`src/rtl/mod_74xx_pkg.sv`:
```
// Shared constants for the 74xx-style counter family: parameter legality
// bounds and the direction encoding used on U_D.
package mod_74xx_pkg;

   localparam int WIDTH_MIN   = 2;
   localparam int WIDTH_MAX   = 16;
   localparam int MODULUS_MIN = 2;

   localparam logic DIR_UP = 1'b1;
   localparam logic DIR_DN = 1'b0;

   // True when the WIDTH/MODULUS pair describes a buildable counter.
   function automatic bit params_ok(int width, int modulus);
      return (width >= WIDTH_MIN) && (width <= WIDTH_MAX) &&
             (modulus >= MODULUS_MIN) && (modulus <= (1 << width));
   endfunction

endpackage

```
`src/rtl/mod_74x163_tc.sv`:
```
// Combinational terminal-count / ripple-carry detector for mod_74x163_w.
// With MOD_74X163_DOWN_EN the terminal state follows the count direction.
module mod_74x163_tc
   import mod_74xx_pkg::*;
#(
   parameter int WIDTH   = 4,
   parameter int MODULUS = 16
) (
`ifdef MOD_74X163_DOWN_EN
   input  logic             u_d,
`endif
   input  logic [WIDTH-1:0] q,
   input  logic             ent,
   output logic             tc,
   output logic             rco
);

   localparam logic [WIDTH-1:0] TERM = WIDTH'(MODULUS - 1);

   always_comb begin
`ifdef MOD_74X163_DOWN_EN
      tc = (u_d == DIR_UP) ? (q == TERM) : (q == '0);
`else
      tc = (q == TERM);
`endif
      rco = ent & tc;
   end

endmodule

```
`src/rtl/mod_74x163_w.sv`:
```
// Parameterised synchronous modulo-N counter in the style of the 74x163/162.
// Define MOD_74X163_DOWN_EN to add the U_D port and down counting.
module mod_74x163_w
   import mod_74xx_pkg::*;
#(
   parameter int WIDTH   = 4,
   parameter int MODULUS = 16
) (
   input  logic             CLK,
   input  logic             CLR_N,
   input  logic             LOAD_N,
   input  logic             ENP,
   input  logic             ENT,
`ifdef MOD_74X163_DOWN_EN
   input  logic             U_D,
`endif
   input  logic [WIDTH-1:0] D,
   output logic [WIDTH-1:0] Q,
   output logic             RCO
);

   generate
      if (!params_ok(WIDTH, MODULUS)) begin : g_bad_params
         $error("mod_74x163_w: illegal WIDTH=%0d / MODULUS=%0d", WIDTH, MODULUS);
      end
   endgenerate

   localparam logic [WIDTH-1:0] TERM = WIDTH'(MODULUS - 1);
   localparam logic [WIDTH-1:0] ONE  = WIDTH'(1);

   logic [WIDTH-1:0] nxt;
   logic             tc;

   // Out-of-range values (only reachable by load) fold back into the ring.
   always_comb begin
      nxt = (32'(Q) >= MODULUS - 1) ? '0 : Q + ONE;
`ifdef MOD_74X163_DOWN_EN
      if (U_D == DIR_DN)
         nxt = (Q == '0 || 32'(Q) >= MODULUS) ? TERM : Q - ONE;
`endif
   end

   always_ff @(posedge CLK) begin
      if (!CLR_N)
         Q <= '0;
      else if (!LOAD_N)
         Q <= D;
      else if (ENP && ENT)
         Q <= nxt;
   end

   mod_74x163_tc #(
      .WIDTH   (WIDTH),
      .MODULUS (MODULUS)
   ) u_tc (
`ifdef MOD_74X163_DOWN_EN
      .u_d (U_D),
`endif
      .q   (Q),
      .ent (ENT),
      .tc  (tc),
      .rco (RCO)
   );

endmodule

```
`config.mk`:
```
export PLATFORM = sky130hd
export DESIGN_NAME = mod_74x163_w
export DESIGN_NICKNAME = d
export VERILOG_FILES = /design/src/rtl/mod_74xx_pkg.sv /design/src/rtl/mod_74x163_tc.sv /design/src/rtl/mod_74x163_w.sv
export SDC_FILE = /design/constraint.sdc
export NUM_CORES = 1
export LEC_CHECK = 0
export BUFFER_PORTS_ARGS = -buffer_cell sky130_fd_sc_hd__buf_2
export CAP_MARGIN = 20
export CORE_AREA = 2 2 39 41
export DETAILED_ROUTE_END_ITERATION = 6
export DIE_AREA = 0 0 41 43
export GPL_TIMING_DRIVEN = 0
export PLACE_DENSITY = 0.45
export SLEW_MARGIN = 20
export SYNTH_ARGS = -nofsm -noshare
export SYNTH_HDL_FRONTEND = slang
export SYNTH_HIERARCHICAL = 1
export SYNTH_SLANG_ARGS = --single-unit
export TNS_END_PERCENT = 1
```
`constraint.sdc`:
```
create_clock -name CLK -period 1.4 [get_ports CLK]
set_clock_uncertainty 0.1 [all_clocks]
set_input_delay 0.14 -clock CLK [delete_from_list [all_inputs] [get_ports CLK]]
set_output_delay 0.14 -clock CLK [all_outputs]
set_load 0.03 [all_outputs]
```
After elaboration in Yosys (flattened, before gate mapping)
Index checks and enable logic that the tools add are counted.
Word-level totals
  bits in registers: 4
  input bits: 9
  output and inout bits: 5
  word-level logic and storage cells: 10
Operators by class
  add/subtract/negate cells: 1
  $lt $le $gt $ge: 1
  equal/unequal tests: 2
  muxes and demuxes: 3
  bitwise operators: 1
  reduce and logical (&&, ||, !) cells: 1
Operators by type and width (number)
  $mux 4: 3
  $add 4x1->4 const B: 1
  $eq 4x4->1 const B: 1
  $ge 4x4->1 const B: 1
  $ne 2x1->1 const B: 1
  $and 1x1->1: 1
  $logic_and 1x1->1: 1

Longest topological paths before layout
  depth in word-level cells: 4
  depth in mapped cells: 4
  mapped depth without buffers: 4

Cells and area by module
Netlist, hierarchy kept.
Modules (own cells, without submodules)
  mod_74x163_w: instances 1, cells each 29, area each 252.7 sq um
  mod_74x163_tc: instances 1, cells each 2, area each 17.5 sq um

Worst setup path before layout
No wires, ideal clock.
  kind: register to register
  start point: reg Q[0]
  end point: reg Q[3]
  library setup time: 0.136 ns
  arrival time: 1.154 ns
  slack: 0.010 ns
  cell stages (with the launch flop): 5
  buffers on the path: 0
  cell sequence: dfxtp_1 -> ha_1 -> a21oi_1 -> o211ai_1 -> a311oi_2
Between the ends
  longest elaborated chain between the ends: 4
  elaborated cells between the ends (all ways): 5
RTL lines
  start, declared: RTL line mod_74x163_w.sv:18  | output logic [WIDTH-1:0] Q,
  start signal, assigned: RTL line mod_74x163_w.sv:49  | Q <= nxt;
  $add 4x1->4 or $ge 4x4->1 (tied branches): RTL line mod_74x163_w.sv:36  | nxt = (32'(Q) >= MODULUS - 1) ? '0 : Q + ONE;
  $mux 4 (*): RTL line mod_74x163_w.sv:36
  $mux 4 (*): RTL line mod_74x163_w.sv:48  | else if (ENP && ENT)
  $mux 4 (*): RTL line mod_74x163_w.sv:46  | else if (!LOAD_N)
Every way passes the cells marked *; elsewhere a longest branch is shown, timed or not. The select of a mux whose other input is x is not followed.
A chain may end at the register's enable or synchronous reset.

Final worst setup path
  start point: reg Q[3]
  end point: out RCO
Between the ends
  longest elaborated chain between the ends: 2
RTL lines
  $eq 4x4->1: RTL line mod_74x163_tc.sv:24  | tc = (q == TERM);
  net tc: RTL line mod_74x163_w.sv:32  | logic tc;
  $and 1x1->1: RTL line mod_74x163_tc.sv:26  | rco = ent & tc;
  end, declared: RTL line mod_74x163_w.sv:19  | output logic RCO
The timed path passes the listed nets, and every way through them passes these cells.

==> key figures <==
Global route
  – Antenna violations before repair: 0
  – Grt ovf: 0
  – Number of global-route vias before repair: 260
  – Largest net degree at the start of global routing: 11
  – First-pass GRT wire length: 959 um
  – Global Route Usage Sum: 0.0872

Timing
  – Final setup vio count: 0
  – Final-report max-slew violation count: 0
  – Max_slew headroom: 0.857
  – Hold_ws: between 0.02 and 0.03 ns
  – Post-layout minimum cycle time: between 1 and 1.5 ns
  – Final period util: 0.970
  – Hold Vio Cnt, Final: 0
  – TNS Setup: 0 ns
  – Worst-Margin Slew: around 0.21 ns
  – Fmax: ~740 MHz

Clock tree
  – Longest Clk Path Bufs: 2
  – TritonCTS Buffers: 3
  – Clk_lat worst skew: 0.24 ns
  – Post-CTS Hold Fix Bufs: 0
  – CTS tree: yes
  – CTS clk-pin slew, worst paths: around 0.040 ns
  – CTS sink cnt: 4
  – H-tree depth: 1
  – Root Buffer: clkbuf_4

Layout
  – Synthesis-to-finish area growth: 41.7%
  – Largest regs: Q x4
  – Fill count: between 150 and 200
  – Nets@finish: 58
  – Max reg flops: 4
  – Share of layout cells above drive strength 1: 0.543
  – Antenna diode count: 0
  – Layout Utilization: 0.277
  – Biggest register: Q

Synthesis
  – Synth Area in Compound Gates: 0.269
  – Yosys warning count: 6
  – Avg Inst Size Synth: approximately 8.7 um^2
  – Synthesized cell area: ~270 um^2
  – Post-Synth Adder-Cell Area: 0.0463
  – Number of synthesized flops with an enable pin: 0
  – Post-synth net total: a little over 40
  – Number of synthesized register bits: 4
  – Synth Area in Simple Gates: 0.287
  – Sequential-to-total area share from yosys stat: 0.296
  – Mux share of post-synthesis cell area: 0
  – XOR/XNOR Fraction of Synth Area: 0.0324
  – Largest family of logic cells by synthesized area: simple AND/OR/NAND/NOR gates
  – Number of unique standard cell types used by synthesis: 21
  – Post-synth top flop: dfxtp_1
  – Async S/R FF share, synth: 0
  – Mapped Cells: 31

Worst setup path
  – Critical path type: register to output port
  – Crit path max fanout: 5
  – Critical Path Start Type: register
  – CP cell instances: and4_4 > and2_1 > clkbuf_4
  – Slowest CP cell: dfxtp_2
  – CP max stage delay: roughly 0.38 ns
  – WP data required: 1.16 ns
  – Data arrival, critical path: 1.12 ns
  – Nature of the critical path endpoint: output port

Flow run
  – MaxCap Viol Count: 0

Routing
  – Drt first pass iters: 4
  – Antenna Nets Post-Route: 0
  – DRT iter0 DRCs: 9
  – Detailed-route DRC error count: 0
  – Post-Route WL: roughly 680 um
  – Vias: ~300
  – Wire length per cell: roughly 11 um
  – Via density: approximately 4.8

Floorplanning
  – Num rows: 14
  – Die Area: between 1500 and 2000 um^2
  – Core area: roughly 1400 um^2
  – Die height: between 40 and 50 um
  – I/O Pins: 14
  – Starting density of the core: 0.195
  – Die width: just over 40 um

Run status
  – Outcome: complete, no violations

Min path
  – Hold Crit Class: input pin to register

Power and ir drop
  – VDD IR max: roughly 0.14 mV
  – Pwr Density: about 960 nW/um^2
  – Total leakage power: around 0.17 nW

Placement
  – GP Congestion: between 0.6 and 0.7
  – PortBufs: 12
  – DPL Wire Length: around 520 um
cells in the mapped netlist, types with 2 or more instances:
library cell,count,share of area
nand2_1,2,0.028
o21ai_0,3,0.056
nand3_1,3,0.056
dfxtp_1,4,0.30
inv_1,2,0.028
a21oi_1,2,0.037
through the flow:
step                      worst slack [ns]  instance area (um^2)  instances  power [mW]
final                               0.0420                   383         62       0.367
after global routing              -0.00546                   383         62       0.385
after CTS                           0.0271                   378         62       0.374
after detailed placement             0.123                   350         59       0.223
after global placement               0.118                   350         59       0.222
after floorplan                     0.0101                   270         31       0.192
worst max-delay path: cells and delay by family (launching register included):
family / cells / cell delay, ns
buffers and inverters: 1 / 0.18
flip-flops: 1 / 0.38
AND/OR/NAND/NOR: 2 / 0.32
logic make-up (layout without fill, tap and decap cells):
kind of cell             Yosys count  in the layout
AND/OR/NAND/NOR                   12             12
AO/OA/AOI/OAI                     10             10
flip-flops                         4              4
buffers and inverters              3             18
adder cells (fa/ha/maj)            1              1
XOR/XNOR                           1              1
worst paths after layout:
| kind | slack, ns | to | from | cells past startpoint |
|---|---|---|---|---|
| setup / recovery | 0.04 | RCO | Q[3] | 3 |
| hold / removal | 0.03 | Q[2] | LOAD_N | 2 |
| setup reg to reg | 0.15 | Q[0] | Q[0] | 3 |
| hold reg to reg | 0.42 | Q[0] | Q[0] | 2 |
final cells by class:
type | count | area (um^2) | area share
multi-input combinational | 24 | 171 | 0.448
sequential | 4 | 87.6 | 0.229
timing repair buffer | 12 | 62.6 | 0.163
clock buffer | 3 | 22.5 | 0.0588
tap | 16 | 20.0 | 0.0523
buffer | 1 | 11.3 | 0.0294
inverter | 2 | 7.51 | 0.0196
placed cells by master (no fill, tap or decap), drive strengths merged:
cell type | Yosys | final
o21ai | 3 | 3
and2 | 2 | 2
clkbuf | 0 | 4
and4 | 1 | 1
a31oi | 1 | 1
inv | 2 | 2
a21oi | 2 | 2
nand2 | 3 | 3
nand3 | 3 | 3
nor2b | 1 | 1
o211ai | 1 | 1
a311o | 1 | 1
nand4 | 1 | 1
dfxtp | 4 | 4
ha | 1 | 1
buf | 1 | 12
a311oi | 2 | 2
nor2 | 1 | 1
xor2 | 1 | 1
power breakdown:
group / total (mW) / internal, mW / switching [mW]
logic: 0.0812 / 0.0346 / 0.0466
registers: 0.141 / 0.125 / 0.0162
clock network: 0.144 / 0.0960 / 0.0482
total: 0.367 / 0.256 / 0.111
layer usage:
layer	share of wire	track usage	vias to the layer above	routed length [um]
li1	-	-	147	-
met1	0.40	0.0863	135	274
met2	0.52	0.131	11	353
met3	0.062	0	2	42
met4	0.016	0.120	0	11
met5	0	0	-	0
timing repair:
item	CTS	global route
endpoints found under the setup margin	1	1
resized for setup	4	2
buffers inserted	0	0
Power figures use the tool's default switching activity.
